## config.mk

```make
export PLATFORM = sky130hd
export DESIGN_NAME = hazard_stall_ctrl
export DESIGN_NICKNAME = d
export VERILOG_FILES = /design/src/rtl/hazard_stall_ctrl.sv
export SDC_FILE = /design/constraint.sdc
export NUM_CORES = 1
export LEC_CHECK = 0
export ABC_AREA = 1
export CORE_MARGIN = 5
export CORE_UTILIZATION = 55
export DETAILED_ROUTE_END_ITERATION = 10
export PLACE_DENSITY_LB_ADDON = 0.05
export REMOVE_ABC_BUFFERS = 1
export SYNTH_ARGS = -nofsm -noshare
export SYNTH_HDL_FRONTEND = slang
export SYNTH_SLANG_ARGS = --single-unit
export TNS_END_PERCENT = 30
```

## constraint.sdc

```tcl
create_clock -name CLK -period 2.95 [get_ports CLK]
set_input_delay 0.4425 -clock CLK [delete_from_list [all_inputs] [get_ports CLK]]
set_output_delay 0.4425 -clock CLK [all_outputs]
set_load 0.01 [all_outputs]
```

## src/rtl/hazard_stall_ctrl.sv

```systemverilog
// ID/EX boundary sequencing: load-use bubbles, redirect flushes, MDU start/done
// handshake with timeout abort, and a saturating stall-cycle counter.
module hazard_stall_ctrl #(
    parameter int unsigned MDU_TIMEOUT = 64,
    parameter int unsigned CNT_W       = 32
) (
    input  logic             CLK,
    input  logic             Reset,
    input  logic [4:0]       id_rs1,
    input  logic [4:0]       id_rs2,
    input  logic             id_uses_rs1,
    input  logic             id_uses_rs2,
    input  logic [4:0]       ex_rd,
    input  logic             ex_write_en,
    input  logic             ex_mem_read,
    input  logic             ex_is_muldiv,
    input  logic             ex_redirect,
    input  logic             mdu_done,
    output logic             pc_stall,
    output logic             ifid_stall,
    output logic             ifid_flush,
    output logic             idex_stall,
    output logic             idex_bubble,
    output logic             mdu_start,
    output logic             mdu_abort,
    output logic             mdu_error,
    output logic [1:0]       busy_state,
    output logic [CNT_W-1:0] stall_count
);

    typedef enum logic [1:0] {
        RUN      = 2'd0,
        MDU_BUSY = 2'd1
    } state_t;

    localparam logic [7:0] TIMEOUT_VAL = 8'(MDU_TIMEOUT);

    state_t           state;
    state_t           state_nxt;
    logic [7:0]       mdu_cnt;
    logic [7:0]       mdu_cnt_nxt;
    logic             error_q;
    logic             lu;
    logic             timeout;

    always_comb begin
        lu = ex_mem_read && ex_write_en && (ex_rd != 5'd0) &&
             ((id_uses_rs1 && (id_rs1 == ex_rd)) ||
              (id_uses_rs2 && (id_rs2 == ex_rd)));
        timeout = (mdu_cnt == TIMEOUT_VAL);
    end

    always_ff @(posedge CLK) begin
        if (Reset) begin
            state   <= RUN;
            mdu_cnt <= '0;
        end else begin
            state   <= state_nxt;
            mdu_cnt <= mdu_cnt_nxt;
        end
    end

    always_comb begin
        state_nxt   = state;
        mdu_cnt_nxt = mdu_cnt;
        case (state)
            RUN: begin
                if (!ex_redirect && ex_is_muldiv) begin
                    state_nxt   = MDU_BUSY;
                    mdu_cnt_nxt = 8'd1;
                end
            end
            MDU_BUSY: begin
                // done takes priority over a coincident timeout
                if (mdu_done || timeout) begin
                    state_nxt = RUN;
                end else begin
                    mdu_cnt_nxt = mdu_cnt + 8'd1;
                end
            end
            default: state_nxt = RUN;
        endcase
    end

    always_comb begin
        pc_stall    = 1'b0;
        ifid_stall  = 1'b0;
        ifid_flush  = 1'b0;
        idex_stall  = 1'b0;
        idex_bubble = 1'b0;
        mdu_start   = 1'b0;
        mdu_abort   = 1'b0;
        if (Reset) begin
            ifid_flush  = 1'b1;
            idex_bubble = 1'b1;
        end else begin
            case (state)
                RUN: begin
                    if (ex_redirect) begin
                        ifid_flush  = 1'b1;
                        idex_bubble = 1'b1;
                    end else if (ex_is_muldiv) begin
                        mdu_start  = 1'b1;
                        pc_stall   = 1'b1;
                        ifid_stall = 1'b1;
                        idex_stall = 1'b1;
                    end else if (lu) begin
                        pc_stall    = 1'b1;
                        ifid_stall  = 1'b1;
                        idex_bubble = 1'b1;
                    end
                end
                MDU_BUSY: begin
                    if (mdu_done) begin
                        pc_stall = 1'b0;
                    end else if (timeout) begin
                        mdu_abort   = 1'b1;
                        idex_bubble = 1'b1;
                    end else begin
                        pc_stall   = 1'b1;
                        ifid_stall = 1'b1;
                        idex_stall = 1'b1;
                    end
                end
                default: begin
                    pc_stall = 1'b0;
                end
            endcase
        end
    end

    always_ff @(posedge CLK) begin
        if (Reset) begin
            error_q <= 1'b0;
        end else if (mdu_abort) begin
            error_q <= 1'b1;
        end
    end

    always_ff @(posedge CLK) begin
        if (Reset) begin
            stall_count <= '0;
        end else if (pc_stall && (stall_count != '1)) begin
            stall_count <= stall_count + 1'b1;
        end
    end

    always_comb begin
        mdu_error  = Reset ? 1'b0 : error_q;
        busy_state = state;
    end

endmodule

```

==> out/metrics.cfg, run 1 <==
[sta]
rsz0062_at_grt = no
fin_crit_ps = 2740
setup_tns_ps = 0
fin_ws_ps = 213
maxSlewViolCount = 0
hold_slack_ps = 459
hold_viol = 0
skew_ps = 7.51
fmax_mhz = 365
period_share_pct = 92.8
setup_viol = 0

[die]
die_y_um = 82.6
fp.coreArea_mm2 = 0.00511
die_w_um = 82.6
dieArea_mm2 = 0.00682
ios = 66
rows = 26
initial_core_util_pct = 56.8

[global_route]
grtUsageTotal_pct = 24.2
grt_pass1_vias = 3012
grt_first_pass_wirelength_mm = 13.1
gr-total-overflow = 0
grt_max_degree = 33
antenna_found_initial = 0

[layout]
final_nets = 573
post-route-util_pct = 71.8
area_delta_synth_final_pct = 26.5
stdcell_area_mm2 = 0.00367
n_fill_cell = 446
regArea_um2 = 841
drive_above_1_share_pct = 4.57
diodes = 0
multi_input_area_mm2 = 0.00177

[setup_path]
crit_slowest_cell = clkdlybuf4s50_1
crit_buf_inv = 3
crit_family = buffers and inverters
worstSetupPathType = primary input to output port
required_ps = 2510
critPathMaxFanout = 15
cp.depth = 10
crit_chain = clkdlybuf4s50_1 > inv_1 > nand2_1 > nand2_1 > nor2_1 > nand3_1 > nand2_1 > nand3_1 > nand2_4 > clkdlybuf4s50_1
crit_top_cell = nand2_1
r2r_slack_ps = 860
rr_startpoint = stall_count[0]
critPathCaptureType = output port
critPathLaunchType = primary input
r2r_end = stall_count[26]
cp.arrival_ps = 2290
reg2regPathDepth = 10
cpPeakStageDelay_ps = 570

[clock_network]
ctsResizeCount = 0
clock_sinks = 42
cts_hold_buffers = 0
htree_levels = 2
clk_pin_slew_ps = 90
cts_setup_buffers = 0
cts_tree = yes
numCtsBuffers = 5
clk_path_buf_depth = 2
root_buffer = clkbuf_8
clk-insertion-delay-late_ps = 300

[synth]
synth_seq_area_share_pct = 29.0
synth.avg_cell_area_um2 = 5.98
ys_async_sr_fraction_pct = 0
yosys_register_bits = 42
synth_area_mm2 = 0.00290
synth_ff_type = dfxtp_1
yosysUniqueCellTypes = 28
synth_edf_count = 0
netlist_instances = 485
yosys_warnings = 0

[drt]
first_iter_violations = 243
ant_nets = 0
routedWlPerCell_um = 12.2
drt_pass1_iterations = 5
num_vias = 3154
finalWirelength_mm = 7.51
drc = 0
vias_per_cell = 5.11

[hold_path]
holdPathStages = 1
min_to = mdu_cnt[7]
hp-start = mdu_cnt[7]
hp-class = flop to flop

[pwr]
power_frac_comb_pct = 11.3
leakagePower_uw = 0.00143
switchingPower_uw = 301
ir_worst_vdd_uv = 239
power.density_mw_per_mm2 = 301
clkPwrFrac_pct = 36.8
p_seq_share_pct = 51.9
p_int_uw = 805
switching_share_pct = 27.2

[placement]
dp_slack_ps = 217
gp_congestion = 0.966
io_buffers = 64
dp_hpwl_mm = 5.77
place_area_mm2 = 0.00357

[flow_run]
maxCapViolCount = 0

[run_status]
status = completed

cell type report:
class / count / share of cell area, %
multi-input combinational: 375 / 48.1
sequential: 42 / 22.9
timing repair buffer: 69 / 18.5
inverter: 53 / 5.42
tap: 70 / 2.39
clock buffer: 5 / 1.88
clock inverter: 3 / 0.784
worst register-to-register path, delay by kind of cell, from the launching register on:
kind                     cells  cell delay, ps
flip-flops                   1             450
adder cells (fa/ha/maj)      1             300
AO/OA/AOI/OAI                1             140
buffers and inverters        1             240
AND/OR/NAND/NOR              7             890
how the worst max path moves through the flow:
stage              startpoint        endpoint  slack [ps]
6_report             ex_rd[0]        pc_stall         210
3_3_place_gp         ex_rd[0]      ifid_stall         240
5_1_grt              ex_rd[1]        pc_stall          60
2_1_floorplan  stall_count[0]  stall_count[0]         840
4_1_cts              ex_rd[0]        pc_stall         210
3_5_place_dp         ex_rd[0]      ifid_stall         220
metrics by stage:
| stage | std cells | power (µW) |
|---|---|---|
| 3_5_place_dp | 609 | 712 |
| 3_3_place_gp | 609 | 711 |
| 2_1_floorplan | 470 | 639 |
| 5_1_grt | 617 | 1160 |
| 6_report | 617 | 1110 |
| 4_1_cts | 617 | 1110 |
cells by family after synthesis:
family                   count (synthesis)  synth area share (%)
adder cells (fa/ha/maj)                  3                  1.29
XOR/XNOR                                17                  5.14
AO/OA/AOI/OAI                           44                  7.68
other                                    1                 0.129
buffers and inverters                   68                  10.1
AND/OR/NAND/NOR                        310                  46.7
flip-flops                              42                  29.0
flip-flops by register name, indices dropped and copies added (netlist names):
| signal | flops |
|---|---|
| error_q | 1 |
| busy_state | 1 |
| mdu_cnt | 8 |
| stall_count | 32 |
routing by layer:
metal	part of all wire, %	vias up	track usage [%]
met5	0	-	0
met2	49	103	44.1
met1	43	1389	28.9
met3	7.2	12	5.42
li1	-	1650	-
met4	1.2	0	5.23
cells in the mapped netlist (5+ instances only):
library cell | n | area, µm²
nand2_1 | 156 | 586
nor2_1 | 67 | 251
inv_1 | 53 | 199
nand3_1 | 50 | 250
dfxtp_1 | 42 | 841
a21oi_1 | 38 | 190
xor2_1 | 13 | 114
nor3_1 | 11 | 55.1
nand3b_1 | 8 | 60.1
clkbuf_1 | 6 | 22.5
nand4_1 | 5 | 31.3
cells in the final DEF (no fill, tap or decap), types with 3 or more instances in the layout:
cell type / Yosys / layout
nand2_1: 156 / 156
nor3_1: 11 / 11
nand2_2: 4 / 4
dfxtp_1: 42 / 42
inv_1: 53 / 53
ha_1: 3 / 3
xor2_1: 13 / 13
buf_4: 3 / 5
clkbuf_8: 0 / 5
nand4_1: 5 / 5
nor2_1: 67 / 67
clkdlybuf4s50_1: 0 / 64
xnor2_1: 4 / 4
nand3b_1: 8 / 8
a21oi_1: 38 / 38
o21ai_0: 4 / 4
nand3_1: 50 / 50
power by group through the flow:
stage	logic (µW)	registers [µW]	clock network, µW
floorplan	52.3	587	0
global placement	124	587	0
detailed placement	125	587	0
CTS	125	574	414
global route	141	575	446
finish	125	574	407
No activity file was read; power rests on OpenSTA's default activity.
==> run 2, diff against run 1 <==
--- a/config.mk
+++ b/config.mk
@@ -10,7 +10,6 @@
 export CORE_UTILIZATION = 55
 export DETAILED_ROUTE_END_ITERATION = 10
 export PLACE_DENSITY_LB_ADDON = 0.05
-export REMOVE_ABC_BUFFERS = 1
 export SYNTH_ARGS = -nofsm -noshare
 export SYNTH_HDL_FRONTEND = slang
 export SYNTH_SLANG_ARGS = --single-unit
==> out/metrics.cfg, run 2 (synthesis results as in run 1) <==
[clock_network]
clock_sinks = 42  ; unchanged
cts_setup_buffers = 0  ; unchanged
ctsResizeCount = 0  ; unchanged
clk_pin_slew_ps = 80  ; about the same
numCtsBuffers = 5  ; unchanged
clk_path_buf_depth = 2  ; unchanged
root_buffer = clkbuf_8
clk-insertion-delay-late_ps = 310  ; about the same
htree_levels = 2  ; unchanged
cts_hold_buffers = 0  ; unchanged
cts_tree = yes

[pwr]
power.density_mw_per_mm2 = 303  ; +0.41%
ir_worst_vdd_uv = 234  ; -2.0%
leakagePower_uw = 0.00144  ; +0.48%

[die]
fp.coreArea_mm2 = 0.00511  ; unchanged
die_w_um = 82.6  ; unchanged
dieArea_mm2 = 0.00682  ; unchanged
initial_core_util_pct = 56.8  ; unchanged
ios = 66  ; unchanged
rows = 26  ; unchanged
die_y_um = 82.6  ; unchanged

[setup_path]
required_ps = 2510  ; about the same
critPathCaptureType = output port
critPathMaxFanout = 4  ; -11
cp.arrival_ps = 2140  ; -150 ps
worstSetupPathType = primary input to output port
critPathLaunchType = primary input

[layout]
final_common_cell = nand2_1
fin_cells = 617  ; unchanged
max_flop_register = stall_count
drive_above_1_share_pct = 4.57  ; unchanged
post-route-util_pct = 72.1  ; +0.24 points
area_delta_synth_final_pct = 27.0
n_fill_cell = 464  ; +4.0%
largestRegisters = stall_count x32, mdu_cnt x8
largest_reg_flops = 32  ; unchanged
mostFrequentLayoutCells = nand2_1, nor2_1, clkdlybuf4s50_1
multi_input_area_mm2 = 0.00177  ; unchanged
final_nets = 573  ; unchanged
diodes = 0  ; unchanged
regArea_um2 = 841  ; unchanged

[placement]
dp_hpwl_mm = 6.15  ; +6.7%
dp.cells = 609  ; unchanged
gp_congestion = 0.956  ; -1.1%
io_buffers = 64  ; unchanged

[sta]
hold_viol = 0  ; unchanged
setup_viol = 0  ; unchanged
rsz0062_at_grt = no
timing.slew.headroom_pct = 59.4
skew_ps = 8.59  ; +1.09 ps
worst_slew_pin_slew_ps = 604
fmax_mhz = 387  ; +6.0%
maxSlewViolCount = 0  ; unchanged
period_share_pct = 87.5  ; -5.2 points
fin_crit_ps = 2580  ; -154 ps
setup_tns_ps = 0  ; unchanged

[hold_path]
hp-class = flop to flop

[global_route]
grt_first_pass_wirelength_mm = 13.5  ; +2.7%
grt_pass1_vias = 3091  ; +2.6%
gr-total-overflow = 0  ; unchanged
grt_max_degree = 33  ; unchanged
antenna_found_initial = 0  ; unchanged
grtUsageTotal_pct = 25.5  ; +1.3 points

[drt]
num_vias = 3204  ; +1.6%
drc = 0  ; unchanged
first_iter_violations = 190  ; -22%
ant_nets = 0  ; unchanged
vias_per_cell = 5.19  ; +1.6%
finalWirelength_mm = 7.88  ; +4.9%
routedWlPerCell_um = 12.8  ; +4.9%
drt_pass1_iterations = 6  ; +1

[flow_run]
maxCapViolCount = 0  ; unchanged

[run_status]
status = completed

[synth]
syn-num-nets = 512

==> run 2: cell counts in the layout (fill, tap and decap cells not counted) <==
No cell type changed its count.
==> run 2: power by group <==
group	switching (µW)	internal [µW]
Sequential	4.26	570
Clock	234	177
Combinational	68.3	60.7
Total	307	807
==> run 2: worst max-delay path, stage by stage <==
cell,delay (ps)
clkdlybuf4s50_1,510
inv_1,70
nand2_1,60
nand2_1,50
nor2_1,80
nand3_1,80
nand2_1,90
nand3_1,110
nand2_4,100
clkdlybuf4s50_1,530
==> run 2: final cells by class <==
type,count,area share [%]
multi-input combinational,375,48.0
inverter,53,5.40
tap,70,2.38
clock inverter,3,0.782
timing repair buffer,69,18.8
sequential,42,22.8
clock buffer,5,1.87
==> run 2: routing by layer <==
layer / global-route usage (%) / share of wire (%) / up-vias
met3: 5.31 / 6.2 / 22
met1: 28.0 / 41 / 1423
li1: - / - / 1657
met2: 45.8 / 50 / 102
met5: 0 / 0 / -
met4: 13.2 / 2.9 / 0
==> run 2: worst paths after layout <==
path / startpoint / endpoint / slack (ps) / depth (start not counted)
worst max-delay path: ex_rd[0] / ifid_stall / 370 / 10
worst min-delay path: error_q / error_q / 460 / 2
worst max register to register: stall_count[0] / stall_count[18] / 750 / 13
worst min register to register: error_q / error_q / 460 / 2
==> run 2: metrics by stage <==
stage | total power [µW] | hold WS (ps) | setup WS [ps] | cell area [µm²]
6_report | 1110 | 463 | 367 | 3680
3_5_place_dp | 716 | 451 | 340 | 3580
5_1_grt | 1160 | 502 | 223 | 3680
3_3_place_gp | 713 | 437 | 379 | 3580
4_1_cts | 1120 | 465 | 334 | 3680
2_1_floorplan | 655 | 423 | 1150 | 2900
